==> config.mk <==
export PLATFORM = sky130hd
export DESIGN_NAME = spi_ram_burst_flat
export DESIGN_NICKNAME = d
export VERILOG_FILES = /design/src/rtl/spi_ram_burst_if.sv /design/src/rtl/spi_ram_burst.sv /design/src/flat_wrapper.sv
export SDC_FILE = /design/constraint.sdc
export NUM_CORES = 2
export LEC_CHECK = 0
export CORE_ASPECT_RATIO = 0.6
export CORE_MARGIN = 8
export CORE_UTILIZATION = 40
export CTS_BUF_LIST = sky130_fd_sc_hd__clkbuf_16
export DETAILED_ROUTE_END_ITERATION = 6
export PLACE_DENSITY = 0.51
export SLEW_MARGIN = 25
export SYNTH_ARGS = -nofsm -noshare
export SYNTH_HDL_FRONTEND = slang
export SYNTH_SLANG_ARGS = --single-unit
==> constraint.sdc <==
create_clock -name clk -period 3.7 [get_ports clk]
set_input_delay 0.925 -clock clk [delete_from_list [all_inputs] [get_ports clk]]
set_output_delay 0.925 -clock clk [all_outputs]
set_load 0.005 [all_outputs]
==> src/rtl/spi_ram_burst_if.sv <==
// Command/response bundle between the SPI slave front end and the burst RAM.
// Master drives command words; slave returns read data and error pulses.
interface spi_ram_burst_if #(
    parameter int DATA_W = 8
);
    logic              rx_valid;
    logic [DATA_W+1:0] rx_data;
    logic              tx_valid;
    logic [DATA_W-1:0] tx_data;
    logic              cmd_err;

    modport master (
        output rx_valid, rx_data,
        input  tx_valid, tx_data, cmd_err
    );

    modport slave (
        input  rx_valid, rx_data,
        output tx_valid, tx_data, cmd_err
    );
endinterface

==> src/rtl/spi_ram_burst.sv <==
// SPI-attached RAM with auto-incrementing burst pointers and command checks.
// Read data 1 cycle after opcode 11; one command/cycle, no backpressure.
module spi_ram_burst #(
    parameter int DATA_W    = 8,
    parameter int ADDR_W    = 8,
    parameter int MEM_DEPTH = 256,
    parameter int AUTO_INC  = 1
) (
    input  logic            clk,
    input  logic            rst_n,
    spi_ram_burst_if.slave  bus
);
    localparam logic [ADDR_W-1:0] LAST  = ADDR_W'(MEM_DEPTH - 1);
    localparam logic [ADDR_W:0]   DEPTH = (ADDR_W + 1)'(MEM_DEPTH);

    logic [1:0]        opcode;
    logic [DATA_W-1:0] payload;
    logic              addr_ok;

    logic [ADDR_W-1:0] wr_ptr_q, wr_ptr_d;
    logic [ADDR_W-1:0] rd_ptr_q, rd_ptr_d;
    logic              wr_armed_q, wr_armed_d;
    logic              rd_armed_q, rd_armed_d;
    logic              tx_valid_q, tx_valid_d;
    logic [DATA_W-1:0] tx_data_q, tx_data_d;
    logic              cmd_err_q, cmd_err_d;
    logic              mem_we;

    logic [DATA_W-1:0] mem [MEM_DEPTH];

    assign opcode  = bus.rx_data[DATA_W+1:DATA_W];
    assign payload = bus.rx_data[DATA_W-1:0];
    // Address must fit the array and leave no stray high payload bits.
    assign addr_ok = ({1'b0, payload[ADDR_W-1:0]} < DEPTH) && ((payload >> ADDR_W) == '0);

    function automatic logic [ADDR_W-1:0] ptr_next(input logic [ADDR_W-1:0] p);
        return (p == LAST) ? '0 : p + 1'b1;
    endfunction

    always_comb begin
        wr_ptr_d   = wr_ptr_q;
        rd_ptr_d   = rd_ptr_q;
        wr_armed_d = wr_armed_q;
        rd_armed_d = rd_armed_q;
        tx_valid_d = 1'b0;
        tx_data_d  = tx_data_q;
        cmd_err_d  = 1'b0;
        mem_we     = 1'b0;
        if (bus.rx_valid) begin
            case (opcode)
                2'b00: begin
                    if (addr_ok) begin
                        wr_ptr_d   = payload[ADDR_W-1:0];
                        wr_armed_d = 1'b1;
                    end else begin
                        cmd_err_d = 1'b1;
                    end
                end
                2'b01: begin
                    if (wr_armed_q) begin
                        mem_we = 1'b1;
                        if (AUTO_INC != 0) wr_ptr_d = ptr_next(wr_ptr_q);
                    end else begin
                        cmd_err_d = 1'b1;
                    end
                end
                2'b10: begin
                    if (addr_ok) begin
                        rd_ptr_d   = payload[ADDR_W-1:0];
                        rd_armed_d = 1'b1;
                    end else begin
                        cmd_err_d = 1'b1;
                    end
                end
                2'b11: begin
                    if (rd_armed_q) begin
                        tx_valid_d = 1'b1;
                        tx_data_d  = mem[rd_ptr_q];
                        if (AUTO_INC != 0) rd_ptr_d = ptr_next(rd_ptr_q);
                    end else begin
                        cmd_err_d = 1'b1;
                    end
                end
            endcase
        end
    end

    // Array has no reset so contents survive rst_n; disarmed pointers block writes.
    always_ff @(posedge clk) begin
        if (mem_we) mem[wr_ptr_q] <= payload;
    end

    always_ff @(posedge clk or negedge rst_n) begin
        if (!rst_n) begin
            wr_ptr_q   <= '0;
            rd_ptr_q   <= '0;
            wr_armed_q <= 1'b0;
            rd_armed_q <= 1'b0;
            tx_valid_q <= 1'b0;
            tx_data_q  <= '0;
            cmd_err_q  <= 1'b0;
        end else begin
            wr_ptr_q   <= wr_ptr_d;
            rd_ptr_q   <= rd_ptr_d;
            wr_armed_q <= wr_armed_d;
            rd_armed_q <= rd_armed_d;
            tx_valid_q <= tx_valid_d;
            tx_data_q  <= tx_data_d;
            cmd_err_q  <= cmd_err_d;
        end
    end

    assign bus.tx_valid = tx_valid_q;
    assign bus.tx_data  = tx_data_q;
    assign bus.cmd_err  = cmd_err_q;
endmodule

==> src/flat_wrapper.sv <==
// flat-port wrapper written by rule: the top's interface ports become plain ports
module spi_ram_burst_flat 
#(
    parameter int DATA_W    = 8,
    parameter int ADDR_W    = 8,
    parameter int MEM_DEPTH = 256,
    parameter int AUTO_INC  = 1
)
  (clk, rst_n, bus_rx_valid, bus_rx_data, bus_tx_valid, bus_tx_data, bus_cmd_err);
  spi_ram_burst_if #(.DATA_W(DATA_W)) bus_i ();
  input  logic clk;
  input  logic rst_n;
  input wire logic [$bits(bus_i.rx_valid)-1:0] bus_rx_valid;
  input wire logic [$bits(bus_i.rx_data)-1:0] bus_rx_data;
  output wire logic [$bits(bus_i.tx_valid)-1:0] bus_tx_valid;
  output wire logic [$bits(bus_i.tx_data)-1:0] bus_tx_data;
  output wire logic [$bits(bus_i.cmd_err)-1:0] bus_cmd_err;
  assign bus_i.rx_valid = bus_rx_valid;
  assign bus_i.rx_data = bus_rx_data;
  assign bus_tx_valid = bus_i.tx_valid;
  assign bus_tx_data = bus_i.tx_data;
  assign bus_cmd_err = bus_i.cmd_err;
  spi_ram_burst #(.DATA_W(DATA_W), .ADDR_W(ADDR_W), .MEM_DEPTH(MEM_DEPTH), .AUTO_INC(AUTO_INC)) u_core (.clk(clk), .rst_n(rst_n), .bus(bus_i));
endmodule
### Word-level counts from Yosys, hierarchy flattened

Memories as Yosys holds them, arrays and structs flattened. A register that Yosys moved wholly into a read port is not among the register bits.
Index checks and enable logic that the tools add are counted.

* flip-flop bits (word level): 20
* bits in writable memories: 2048
* input bits: 13
* output and inout port bits: 10
* logic and storage cells: 44
* memories kept: 1

Memories
* u_core.mem: depth 256, bits a word 8, rd ports 1, clocked after Yosys merged registers in 1, wr ports 1, line spi_ram_burst.sv:29 `logic [DATA_W-1:0] mem [MEM_DEPTH];`

* add/subtract/negate cells: 2
* eq/ne operators: 7
* muxes and demuxes: 18
* reduce and logical (&&, ||, !) cells: 10

Operator list (count)
* $mux 8: 4
* $pmux 8 s2: 2
* $add 8x1->8 const B: 2
* $eq 8x8->1 const B: 2
* $mux 1: 11
* $reduce_and 3->1: 3
* $eq 2x2->1 const B: 2
* $ne 2x1->1 const B: 2
* $reduce_and 2->1: 2
* $reduce_bool 2->1: 2
* $pmux 1 s3: 1
* $eq 2x1->1 const B: 1
* $logic_not 2->1: 1
* $reduce_or 2->1: 1
* $logic_not 1->1: 1

### Logic depth before layout (Yosys ltp)

* depth after elaboration: 5
* gate-level depth with buffers: 13
* gate-level depth less buffers: 7

### Worst setup path before layout

Ideal clock, no wire load.

* path kind: in2reg
* start: input bus_rx_data[9]
* end: memory u_core.mem[235][0] (enable)
* library setup time: 370 ps
* arrival: 2823 ps
* slack: 507 ps
* stages: 8
* cells stage by stage: clkbuf_1 nor2_1 and3_1 clkbuf_1 clkbuf_1 nand3_1 clkbuf_1 nor2_1

* longest elaborated chain between the ends: 5

Ends and longest elaborated chain
* start, declared: line flat_wrapper.sv:14 `input wire logic [$bits(bus_i.rx_data)-1:0] bus_rx_data;`
* $eq 2x1->1: line spi_ram_burst.sv:50 `case (opcode)`
* $mux 1: line spi_ram_burst.sv:50
* $mux 1: line spi_ram_burst.sv:49 `if (bus.rx_valid) begin`
* $mux 1: line spi_ram_burst.sv:90 `if (mem_we) mem[wr_ptr_q] <= payload;`
* $mux 1 (not written as such): line spi_ram_burst.sv:90
* end, declared: line spi_ram_burst.sv:29

No other way between the ends.

==> flow_summary.json <==
{
  "async_reset_ff_share_pct": 1.35,
  "synth_ff_type": "edfxtp_1",
  "worst_slew_pin_slew_ps": 1100,
  "area_delta_synth_final_pct": 16.1,
  "multi_input_area_mm2": 0.0176,
  "cts-root-buf": "clkbuf_16",
  "seq_area_mm2": 0.0622,
  "synth_area_per_cell_um2": 21.0,
  "critPathMostFrequentCell": "mux4_2",
  "dp_slack_ps": -116,
  "postLayoutCoreUtil_pct": 46.5,
  "drtPass1Iterations": 5,
  "status": "finished clean",
  "seqPwrFrac_pct": 47.9,
  "wl_per_cell_um": 31.6,
  "die_h_um": 364,
  "internal_power_mw": 40.3,
  "synth.net_count": 3870,
  "path_class": "reg2reg",
  "first_global_vias": 40226,
  "max_cap_viol_count": 0,
  "crit_family": "multiplexers",
  "post_dp_cell_area_mm2": 0.0878,
  "ir_drop_mv": 0.411,
  "clkPwrFrac_pct": 35.9,
  "initial_core_util_pct": 40.1,
  "total_power_mw": 54.6,
  "powerDensity_mw_per_mm2": 581,
  "power_switching_mw": 14.2,
  "timing.final.crit_share_pct": 97.6,
  "synth_area_mm2": 0.0809,
  "cp_slowest_cell": "or4_1",
  "p_sw_share_pct": 26.0,
  "path_clk_slew_ps": 70,
  "cts_buffer_depth": 4,
  "cts_tree": "yes",
  "ioPinCount": 23,
  "die_w_um": 597,
  "yosys.area.top_type_share_pct": 76.0,
  "p_leak_nw": 29.6,
  "vias_per_cell": 5.77,
  "rsz0062_at_grt": "no",
  "hp-class": "in2async",
  "yosys-top-cells-area": "edfxtp_1 (76%), mux4_2 (14%), mux2i_1 (2.0%)",
  "hold_viol_final": 0,
  "ys_warn_count": 0,
  "ant_nets": 0,
  "grt_util_all_layers_pct": 20.6,
  "h-tree-depth": 4,
  "rows": 128,
  "nFillCells": 16817,
  "crit_start": "u_core.rd_ptr_q[0]$_DFFE_PN0P_",
  "max_slew_margin_pct": 25.1,
  "worstPathArrival_ps": 4310,
  "critPathMaxStageDelay_ps": 670,
  "drive_above_1_share_pct": 29.0,
  "portBuffers": 22,
  "fmax_ghz": 0.277,
  "grt_max_degree": 95,
  "final_area_mm2": 0.0939,
  "drc": 0,
  "skew_ps": 52.5,
  "setup_tns_ps": 0,
  "crit_buf_inv": 2,
  "ys_ff_latch": 2076,
  "clk_latency_ps": 850,
  "yosysTopAreaCell": "edfxtp_1",
  "post_cts_buffers": 0,
  "final_net_count": 4350,
  "synth-edff-count": 2048,
  "cp_max_fo": 20,
  "antenna_found_initial": 19,
  "dieArea_mm2": 0.217,
  "grt_first_pass_wirelength_um": 320000,
  "core-area_mm2": 0.202,
  "globalplace.congestion": 0.820,
  "cts_buffers": 193,
  "overflow": 0,
  "cts.sinks": 2076,
  "cp.required_ps": 4400,
  "synth_cells": 3852,
  "drv_slew": 0,
  "min_period_ps": 3610,
  "finalSetupViolCount": 0,
  "synthDistinctLibCells": 56,
  "comb_power_share_pct": 16.2,
  "yosysSeqAreaShare_pct": 76.9,
  "drt_iter0_markers": 5433,
  "path_cells": "buf_12 -> mux4_2 -> mux4_2 -> and3_1 -> or4_1 -> o32ai_1 -> buf_4 -> o211ai_1",
  "dp_hpwl_um": 146000,
  "final_common_cell": "edfxtp_1",
  "vias": 41578,
  "layout_common_cells": "edfxtp_1 (2048), mux4_2 (494), buf_4 (454)",
  "r2r_setup_slack_ps": 90,
  "fin_ws_ps": 89.9,
  "drt_wl_total_um": 228000,
  "start_kind": "flip-flop",
  "cp-end-kind": "flip-flop",
  "r2r_start": "u_core.rd_ptr_q[0]$_DFFE_PN0P_",
  "ctsHoldBuffers": 0
}
-- cells by family (layout without fill, tap and decap cells) --
logic type                 after synthesis  after routing  synth area share, %
AOI/OAI and AO/OA                      326            326                 2.86
adders and majority gates                5              5               0.0773
buffers and inverters                  248            874                 1.50
DFF                                   2076           2076                 76.9
muxes                                  662            662                 15.8
other                                    0              2                    0
and+or+nand+nor                        535            535                 2.85
-- worst register-to-register path, stage by stage, from the launching register on --
cell      delay, ps
dfrtp_4         550
buf_12          240
mux4_2          610
mux4_2          580
and3_1          220
or4_1           670
o32ai_1         320
buf_4           190
o211ai_1         80
-- registers in the layout, indices dropped and copies added, names as in the netlist --
register and count:
u_core.bus.cmd_err 1, u_core.bus.tx_data 8, u_core.bus.tx_valid 1, u_core.mem 2048, u_core.rd_armed_q 1, u_core.rd_ptr_q 8, u_core.wr_armed_q 1, u_core.wr_ptr_q 8
-- per-stage QoR --
stage / hold WS [ps] / std cells
after detailed placement: 502 / 6867
after global placement: 485 / 6867
after floorplan: 479 / 3852
after CTS: 170 / 7208
final: 212 / 7210
after global routing: 206 / 7208
-- cell usage after synthesis, drive strengths merged (2+ instances only) --
cell,instances
mux2i,162
nor4,7
buf,116
a22o,11
o32ai,4
a31oi,9
ha,5
a2111oi,8
and2,5
nand3,41
or3,4
o221ai,61
dfrtp,28
nand3b,2
nor3,23
nor3b,2
nor2b,23
mux2,6
a31o,4
o31ai,4
and3,14
nand4,10
inv,10
clkbuf,122
or4,5
nor2,311
o32a,2
a21oi,54
mux4,494
nand2b,4
o22a,3
o22ai,39
a311oi,6
a22oi,22
edfxtp,2048
a221oi,21
o2111ai,2
nand2,81
a211oi,17
o21ai,40
o211ai,10
o21bai,4
-- path summary, 6_finish.rpt --
| path | endpoint | cells after the start |
|---|---|---|
| max | u_core.bus.tx_data[1]$_DFFE_PN0P_ | 8 |
| min | u_core.bus.cmd_err$_DFF_PN0_ | 1 |
| max reg2reg | u_core.bus.tx_data[1]$_DFFE_PN0P_ | 8 |
| min reg2reg | u_core.bus.tx_data[6]$_DFFE_PN0P_ | 1 |
| max in group asynchronous | u_core.rd_ptr_q[1]$_DFFE_PN0P_ | 1 |
| min in group clk | u_core.mem[151][3]$_DFFE_PP_ | 1 |
-- power groups by stage --
stage	combinational, mW	sequential [mW]	clock [mW]
after CTS	8.85	26.1	20.0
after global placement	8.83	26.7	0
after detailed placement	8.82	26.7	0
after floorplan	4.91	26.5	0
after global routing	9.25	26.1	20.9
final	8.83	26.1	19.6
-- layout make-up --
cell class                 instances  share of cell area (%)
antenna                            2                 0.00533
clock buffer                     195                    5.20
clock inverter                   146                    1.26
inverter                          10                  0.0480
multi-input combinational       1528                    18.7
sequential                      2076                    66.3
tap                             2730                    3.64
timing repair buffer             523                    4.89
-- what timing repair did --
item,CTS,global route
setup endpoints to repair,1,2
endpoints found under the hold margin,0,0
pin swaps,0,1
gates resized for setup,1,2
-- per-layer routing --
metal | wire, µm | global-route usage [%]
met5 | 17 | 0
met2 | 91900 | 27.7
met4 | 3500 | 3.42
met3 | 22500 | 5.15
met1 | 110000 | 33.9
No activity file was read; power rests on OpenSTA's default activity.
